--- src/rtl/rbm_pkg.sv ---
// Shared types and helpers for the RBM hidden-unit sampler.
// Holds the probability width default, LFSR mask/step function and FSM states.
package rbm_pkg;

    localparam int          P_W_DEF   = 16;
    localparam logic [31:0] LFSR_MASK = 32'h8020_0003;

    typedef enum logic {
        FILL,
        DONE
    } hs_st_t;

    // Galois step for x^32+x^22+x^2+x+1.
    function automatic logic [31:0] lfsr32_next(input logic [31:0] s);
        logic [31:0] sh;
        sh = s >> 1;
        return s[0] ? (sh ^ LFSR_MASK) : sh;
    endfunction

endpackage

--- src/rtl/rbm_lfsr32.sv ---
// 32-bit Galois LFSR that advances only when step is high.
// Ports: clk, rst (sync, active-high), step, state[31:0].
module rbm_lfsr32
    import rbm_pkg::*;
#(
    parameter logic [31:0] SEED = 32'hACE1_2468
) (
    input  logic        clk,
    input  logic        rst,
    input  logic        step,
    output logic [31:0] state
);

    always_ff @(posedge clk) begin
        if (rst) begin
            state <= SEED;
        end else if (step) begin
            state <= lfsr32_next(state);
        end
    end

endmodule

--- src/rtl/rbm_hidden_sampler.sv ---
// Bernoulli sampler and frame buffer for RBM hidden units.
// Ports: clk, rst, clear, in_valid/in_ready/in_p, rd_addr/rd_p/rd_h,
// frame_done, h_count. Macro HSAMP_STATS_EN builds the h=1 counter.
module rbm_hidden_sampler
    import rbm_pkg::*;
#(
    parameter int          H_DIM     = 64,
    parameter int          P_W       = P_W_DEF,
    parameter logic [31:0] LFSR_SEED = 32'hACE1_2468,
    localparam int         AW        = $clog2(H_DIM),
    localparam int         CW        = $clog2(H_DIM + 1)
) (
    input  logic          clk,
    input  logic          rst,
    input  logic          clear,
    input  logic          in_valid,
    output logic          in_ready,
    input  logic [P_W-1:0] in_p,
    input  logic [AW-1:0] rd_addr,
    output logic [P_W-1:0] rd_p,
    output logic          rd_h,
    output logic          frame_done,
    output logic [CW-1:0] h_count
);

    hs_st_t         st;
    hs_st_t         st_nxt;
    logic           accept;
    logic           last;
    logic [AW-1:0]  j;
    logic [31:0]    lfsr;
    logic [P_W-1:0] rnd;
    logic           h_new;
    logic           in_range;

    logic [P_W-1:0] mem_p [H_DIM];
    logic           mem_h [H_DIM];

    rbm_lfsr32 #(
        .SEED (LFSR_SEED)
    ) u_lfsr (
        .clk   (clk),
        .rst   (rst),
        .step  (accept),
        .state (lfsr)
    );

    assign rnd   = P_W'(lfsr[15:0]);
    assign h_new = in_p > rnd;
    assign last  = (j == AW'(H_DIM - 1));

    always_ff @(posedge clk) begin
        if (rst) begin
            st <= FILL;
        end else begin
            st <= st_nxt;
        end
    end

    // clear overrides everything and blocks the beat on the same cycle.
    always_comb begin
        st_nxt   = st;
        in_ready = 1'b0;
        accept   = 1'b0;
        if (clear) begin
            st_nxt = FILL;
        end else begin
            unique case (st)
                FILL: begin
                    in_ready = 1'b1;
                    accept   = in_valid;
                    if (in_valid && last) begin
                        st_nxt = DONE;
                    end
                end
                DONE: begin
                    st_nxt = DONE;
                end
                default: begin
                    st_nxt = FILL;
                end
            endcase
        end
    end

    always_ff @(posedge clk) begin
        if (rst || clear) begin
            j          <= '0;
            frame_done <= 1'b0;
        end else if (accept) begin
            j <= last ? '0 : j + 1'b1;
            if (last) begin
                frame_done <= 1'b1;
            end
        end
    end

    always_ff @(posedge clk) begin
        if (accept) begin
            mem_p[j] <= in_p;
            mem_h[j] <= h_new;
        end
    end

    assign in_range = ({1'b0, rd_addr} < (AW + 1)'(H_DIM));

    // Same-cycle write is not forwarded: the read sees the old word.
    always_ff @(posedge clk) begin
        if (rst) begin
            rd_p <= '0;
            rd_h <= 1'b0;
        end else if (in_range) begin
            rd_p <= mem_p[rd_addr];
            rd_h <= mem_h[rd_addr];
        end else begin
            rd_p <= '0;
            rd_h <= 1'b0;
        end
    end

`ifdef HSAMP_STATS_EN
    always_ff @(posedge clk) begin
        if (rst || clear) begin
            h_count <= '0;
        end else if (accept && h_new) begin
            h_count <= h_count + 1'b1;
        end
    end
`else
    assign h_count = '0;
`endif

endmodule

--- config.mk ---
export PLATFORM = sky130hd
export DESIGN_NAME = rbm_hidden_sampler
export DESIGN_NICKNAME = d
export VERILOG_FILES = /design/src/rtl/rbm_pkg.sv /design/src/rtl/rbm_lfsr32.sv /design/src/rtl/rbm_hidden_sampler.sv
export SDC_FILE = /design/constraint.sdc
export NUM_CORES = 1
export LEC_CHECK = 0
export ABC_AREA = 1
export CORE_AREA = 10 10 404 406
export CTS_CLUSTER_DIAMETER = 100
export DETAILED_ROUTE_END_ITERATION = 6
export DIE_AREA = 0 0 414 416
export GPL_TIMING_DRIVEN = 0
export SLEW_MARGIN = 5
export SYNTH_ARGS = -nofsm -noshare
export SYNTH_HDL_FRONTEND = slang
export SYNTH_SLANG_ARGS = --single-unit
--- constraint.sdc ---
create_clock -name clk -period 5.9 [get_ports clk]
set_input_delay 0.59 -clock clk [delete_from_list [all_inputs] [get_ports clk]]
set_output_delay 0.59 -clock clk [all_outputs]
set_load 0.02 [all_outputs]
### Yosys cells after proc, flatten, opt, wreduce, memory -nomap -nowiden

Memory sizes are Yosys's and may differ from the RTL's. A register that Yosys moved wholly into a read port is not among the register bits.
Index checks and enable logic that the tools add are counted.

* flip-flop bits (word level): 40
* memories: 2
* RAM bits: 1088
* input bits: 26
* output and inout port bits: 26
* logic and storage cells: 25

Memories
* mem_p: words 64, width 16, read ports 1, clocked after Yosys merged registers in 1, wr ports 1, line rbm_hidden_sampler.sv:36 `logic [P_W-1:0] mem_p [H_DIM];`
* mem_h: words 64, width 1, read ports 1, clocked after Yosys merged registers in 1, wr ports 1, line rbm_hidden_sampler.sv:37 `logic mem_h [H_DIM];`

* $lt $le $gt $ge: 1
* reductions and logical operators: 4
* equal/unequal tests: 1
* bitwise logic cells: 2
* add/subtract/negate cells: 1
* multiplexer cells: 10

Operator list (number)
* two-way mux 32 bit: 1
* > comparator 16 bit: 1
* two-way mux 1 bit: 7
* adder 6 x 1 -> 6 bit, second input constant: 1
* == test 6 bit, second input constant: 1
* two-way mux 6 bit: 1
* inverter 3 -> 4 bit: 1
* one-hot mux 1 bit (2 select lines): 1
* AND reduction 2 bit: 1
* OR reduction 2 bit: 1
* logical AND 1 bit: 1
* logical OR 1 bit: 1
* inverter 1 bit: 1

### Logic depth before layout (Yosys ltp)

* depth in word-level cells: 4
* gate-level depth with buffers: 13
* depth with buffers taken out: 9

### Cells and area by module

From an unflattened synthesis, not the netlist that was laid out.

* cell total of the unflattened synthesis: 3996
* area total of the unflattened synthesis: 46477.1 µm²

Modules (own cells, without submodules)
* rbm_hidden_sampler: times used 1, area an instance 45219.6 µm², cells an instance 3848, seq. area each 33171.8 µm²
* rbm_lfsr32: times used 1, area an instance 1257.5 µm², cells an instance 148, seq. area each 640.6 µm²

### Worst setup path after synthesis

No wires, ideal clock.

* kind: in2reg
* start point: input in_p[15]
* end point: memory mem_h[0] (data pin)
* required time: 5.352 ns
* stages on the path: 6
* data arrival time: 3.049 ns
* path slack: 2.303 ns
* buffers on the path: 0
* library setup time: 0.548 ns
* cells stage by stage: ha_1 nand2_1 nor2_1 nand4_1 o21bai_1 a21oi_1

* cells in the longest elaborated chain, start to end: 1

Ends and longest elaborated chain
* start: declaration: line rbm_hidden_sampler.sv:18 `input logic [P_W-1:0] in_p,`
* > comparator 16 bit: line rbm_hidden_sampler.sv:49 `assign h_new = in_p > rnd;`
* named net h_new: line rbm_hidden_sampler.sv:33 `logic h_new;`
* end: declaration: line rbm_hidden_sampler.sv:37

The timed path passes the listed nets, and every way through them passes these cells.

==> impl_metrics.csv <==
group,metric,value,unit
grt,grt_pass1_vias,30300,
cells_and_area,fillCellCount,15200,
sta,slew_violations,0,
grt,overflow,0,
clock_tree,cts.clk_slew.worst_paths,70,ps
setup_path,crit_required,6380,ps
placement,place_ws,1780,ps
setup_path,r2r_start,"st",
sta,period_needed,3750,ps
clock_tree,clockBufferDepth,3,
route,ant_nets,0,
route,vias,32700,
clock_tree,ctsResizeCount,0,
placement,dp_hpwl,105000,um
sta,tightest_slew,1140,ps
route,drc,0,
setup_path,worstSetupEndpoint,"rd_p[9]",
setup_path,worstSetupStartpointType,"input port",
cells_and_area,area_delta_synth_final,17.0,%
die,die-width,414,um
route,wl_per_cell,24.8,um
setup_path,r2r_setup_slack,2570,ps
synthesis,synth-async-reset-ratio,0,%
setup_path,crit_fanout,10,
setup_path,r2r_end,"mem_p[41][15]",
sta,min_period_over_period,63.6,%
synthesis,syn_inst,3974,
sta,clock.fmax,0.267,GHz
die,start_util,29.8,%
pwr,ir_drop,253,uV
clock_tree,ctsRootBufferMaster,"clkbuf_16",
die,pin_count,52,
cells_and_area,fin_area,54100,um2
synthesis,avgSynthCellArea,11.6,um2
cells_and_area,final_nets,4227,
worst_hold_path,hp-class,"input port to flop",
pwr,leakage,19.2,nW
setup_path,rr_worst_depth,7,
clock_tree,clkSinkCount,1145,
route,drt_iter0_markers,4780,
sta,rsz0062_at_grt,"false",
placement,dpl_cell_area,50400,um2
clock_tree,ctsHoldBuffers,0,
grt,grt_first_pass_wirelength,220000,um
route,firstDrtPassIters,6,
setup_path,worstSetupPathType,"input port to flop",
route,routed_wl,157000,um
synthesis,yosysUniqueCellTypes,29,
sta,whs,342,ps
die,die_y,416,um
cells_and_area,drive_gt1_share,10.6,%
die,die_area,172000,um2
clock_tree,post_cts.repair.setup_buffers,0,
setup_path,end_kind,"flop",
grt,antenna_found_initial,5,
synthesis,ys_seq_elements,1145,
grt,grt.total_usage,17.4,%
clock_tree,cts_buffers,113,
die,core_area,155000,um2
synthesis,synthesis.area,46300,um2
sta,setup_ws,2150,ps
sta,maxSlewHeadroom,23.9,%
die,std_cell_rows,145,
placement,routabilityCongestion,0.996,
setup_path,cp-startpoint,"rd_addr[1]",
pwr,power_density,324,nW/um2
sta,finalSetupViolations,0,
synthesis,synth_seq_area_share,73.0,%
setup_path,timing.critical_path.arrival,4230,ps
sta,hold_violations,0,
synthesis,yosys_warnings,0,
grt,grt_max_degree,66,
clock_tree,worstSkewPairLatency,720,ps
run_status,outcome,"finished clean",
clock_tree,cts_tree,"done",
synthesis,synth-main-ff-cell,"edfxtp_1",
synthesis,synth_edf_count,1088,
route,viasPerCell,5.16,
flow_run,max_cap_violations,0,
clock_tree,cts-htree-levels,3,
sta,finalClockSkew,22.1,ps
placement,port_buffers,40,
## synthesized netlist by cell type (2+ instances only)
| master | count | area (um2) |
|---|---|---|
| clkinv_1 | 3 | 11.3 |
| buf_4 | 10 | 75.1 |
| ha_1 | 17 | 213 |
| clkbuf_1 | 79 | 297 |
| buf_12 | 2 | 40.0 |
| nor2_1 | 97 | 364 |
| nor3_1 | 6 | 30.0 |
| nand2_1 | 1398 | 5250 |
| o21ai_0 | 25 | 125 |
| dfxtp_1 | 57 | 1140 |
| edfxtp_1 | 1088 | 32700 |
| buf_1 | 24 | 90.1 |
| nor4_1 | 2 | 12.5 |
| o211ai_1 | 6 | 45.0 |
| inv_1 | 32 | 120 |
| inv_2 | 3 | 11.3 |
| nand3_1 | 933 | 4670 |
| buf_2 | 118 | 591 |
| buf_6 | 24 | 270 |
| a21oi_1 | 41 | 205 |
## final cells by class
| type | count | area, um2 | share of cell area, % |
|---|---|---|---|
| tap | 2058 | 2570 | 4.76 |
| clock inverter | 74 | 772 | 1.43 |
| clock buffer | 136 | 2960 | 5.46 |
| sequential | 1145 | 33800 | 62.4 |
| antenna | 1 | 2.50 | 0.00462 |
| multi-input combinational | 2540 | 11300 | 20.9 |
| buffer | 257 | 1360 | 2.52 |
| inverter | 38 | 143 | 0.263 |
| timing repair buffer | 89 | 1190 | 2.20 |
## how the worst min path moves through the flow
| stage | startpoint | end | slack [ps] | cells past startpoint |
|---|---|---|---|---|
| after global routing | in_p[7] | mem_p[8][7] | 350 | 1 |
| after floorplan | u_lfsr.state[23] | u_lfsr.state[22] | 430 | 2 |
| after global placement | u_lfsr.state[24] | u_lfsr.state[23] | 440 | 2 |
| after CTS | in_p[6] | mem_p[2][6] | 320 | 1 |
| final | in_p[6] | mem_p[0][6] | 340 | 1 |
| after detailed placement | u_lfsr.state[23] | u_lfsr.state[22] | 440 | 2 |
## cells by family (layout without fill, tap and decap cells)
group	Yosys count	in the layout	share of synthesized area (%)
flops	1145	1145	73.0
simple gates	2438	2438	22.3
xor+xnor	2	2	0.0378
buf+inv	295	594	3.25
compound gates	76	76	0.876
other cells	1	8	0.00810
fa+ha+maj	17	17	0.459
## report_power, final
group	switching [W]	internal (W)
registers	0.0000129	0.00893
clock network	0.00314	0.00418
logic	0.000960	0.000308
## registers in the layout (all words and copies together) (netlist names)
name	flops
j	6
mem_h	64
frame_done	1
mem_p	1024
st	1
rd_h	1
u_lfsr.state	32
rd_p	16
## through the flow
step,setup TNS (ps),power [W],instances,utilization (%)
after floorplan,0,0.00973,3980,-
after CTS,0,0.0175,6337,34.9
after global routing,0,0.0180,6338,34.9
after detailed placement,0,0.0104,6127,32.5
after global placement,-253090,0.0103,6078,31.7
final,0,0.0175,6338,34.9
## critical path, cell delays in order
cell and delay (ps):
clkdlybuf4s50_1 710, clkbuf_1 890, clkbuf_1 680, nand3_1 230, nand3_1 140, nand2_1 90
nand2_1 70, nand3_1 310, nand3_1 270, a21oi_1 220
## routing by layer
metal	global-route usage [%]	wire length [um]
met5	0	12
met4	8.75	8270
met1	22.2	60300
met2	28.1	72700
met3	3.56	15900
## cell usage in the layout (no fill, tap or decap), types with 3 or more instances in the layout
master / n
nor3_1: 4
nand3_1: 933
nor2_2: 30
clkinv_1: 26
buf_2: 120
buf_8: 26
clkdlybuf4s50_1: 24
nor2_1: 35
nor2_4: 32
clkinv_2: 21
conb_1: 7
a21oi_1: 40
buf_16: 6
inv_6: 5
clkbuf_1: 100
buf_6: 31
buf_1: 24
o211ai_1: 6
nand2_1: 1398
clkbuf_16: 115
buf_12: 12
dfxtp_1: 57
ha_1: 17
inv_2: 3
o21ai_0: 25
buf_4: 24
edfxtp_1: 1088
clkinvlp_4: 7
bufinv_16: 14
inv_1: 32
Note: power is estimated with default switching activity, not from simulation.
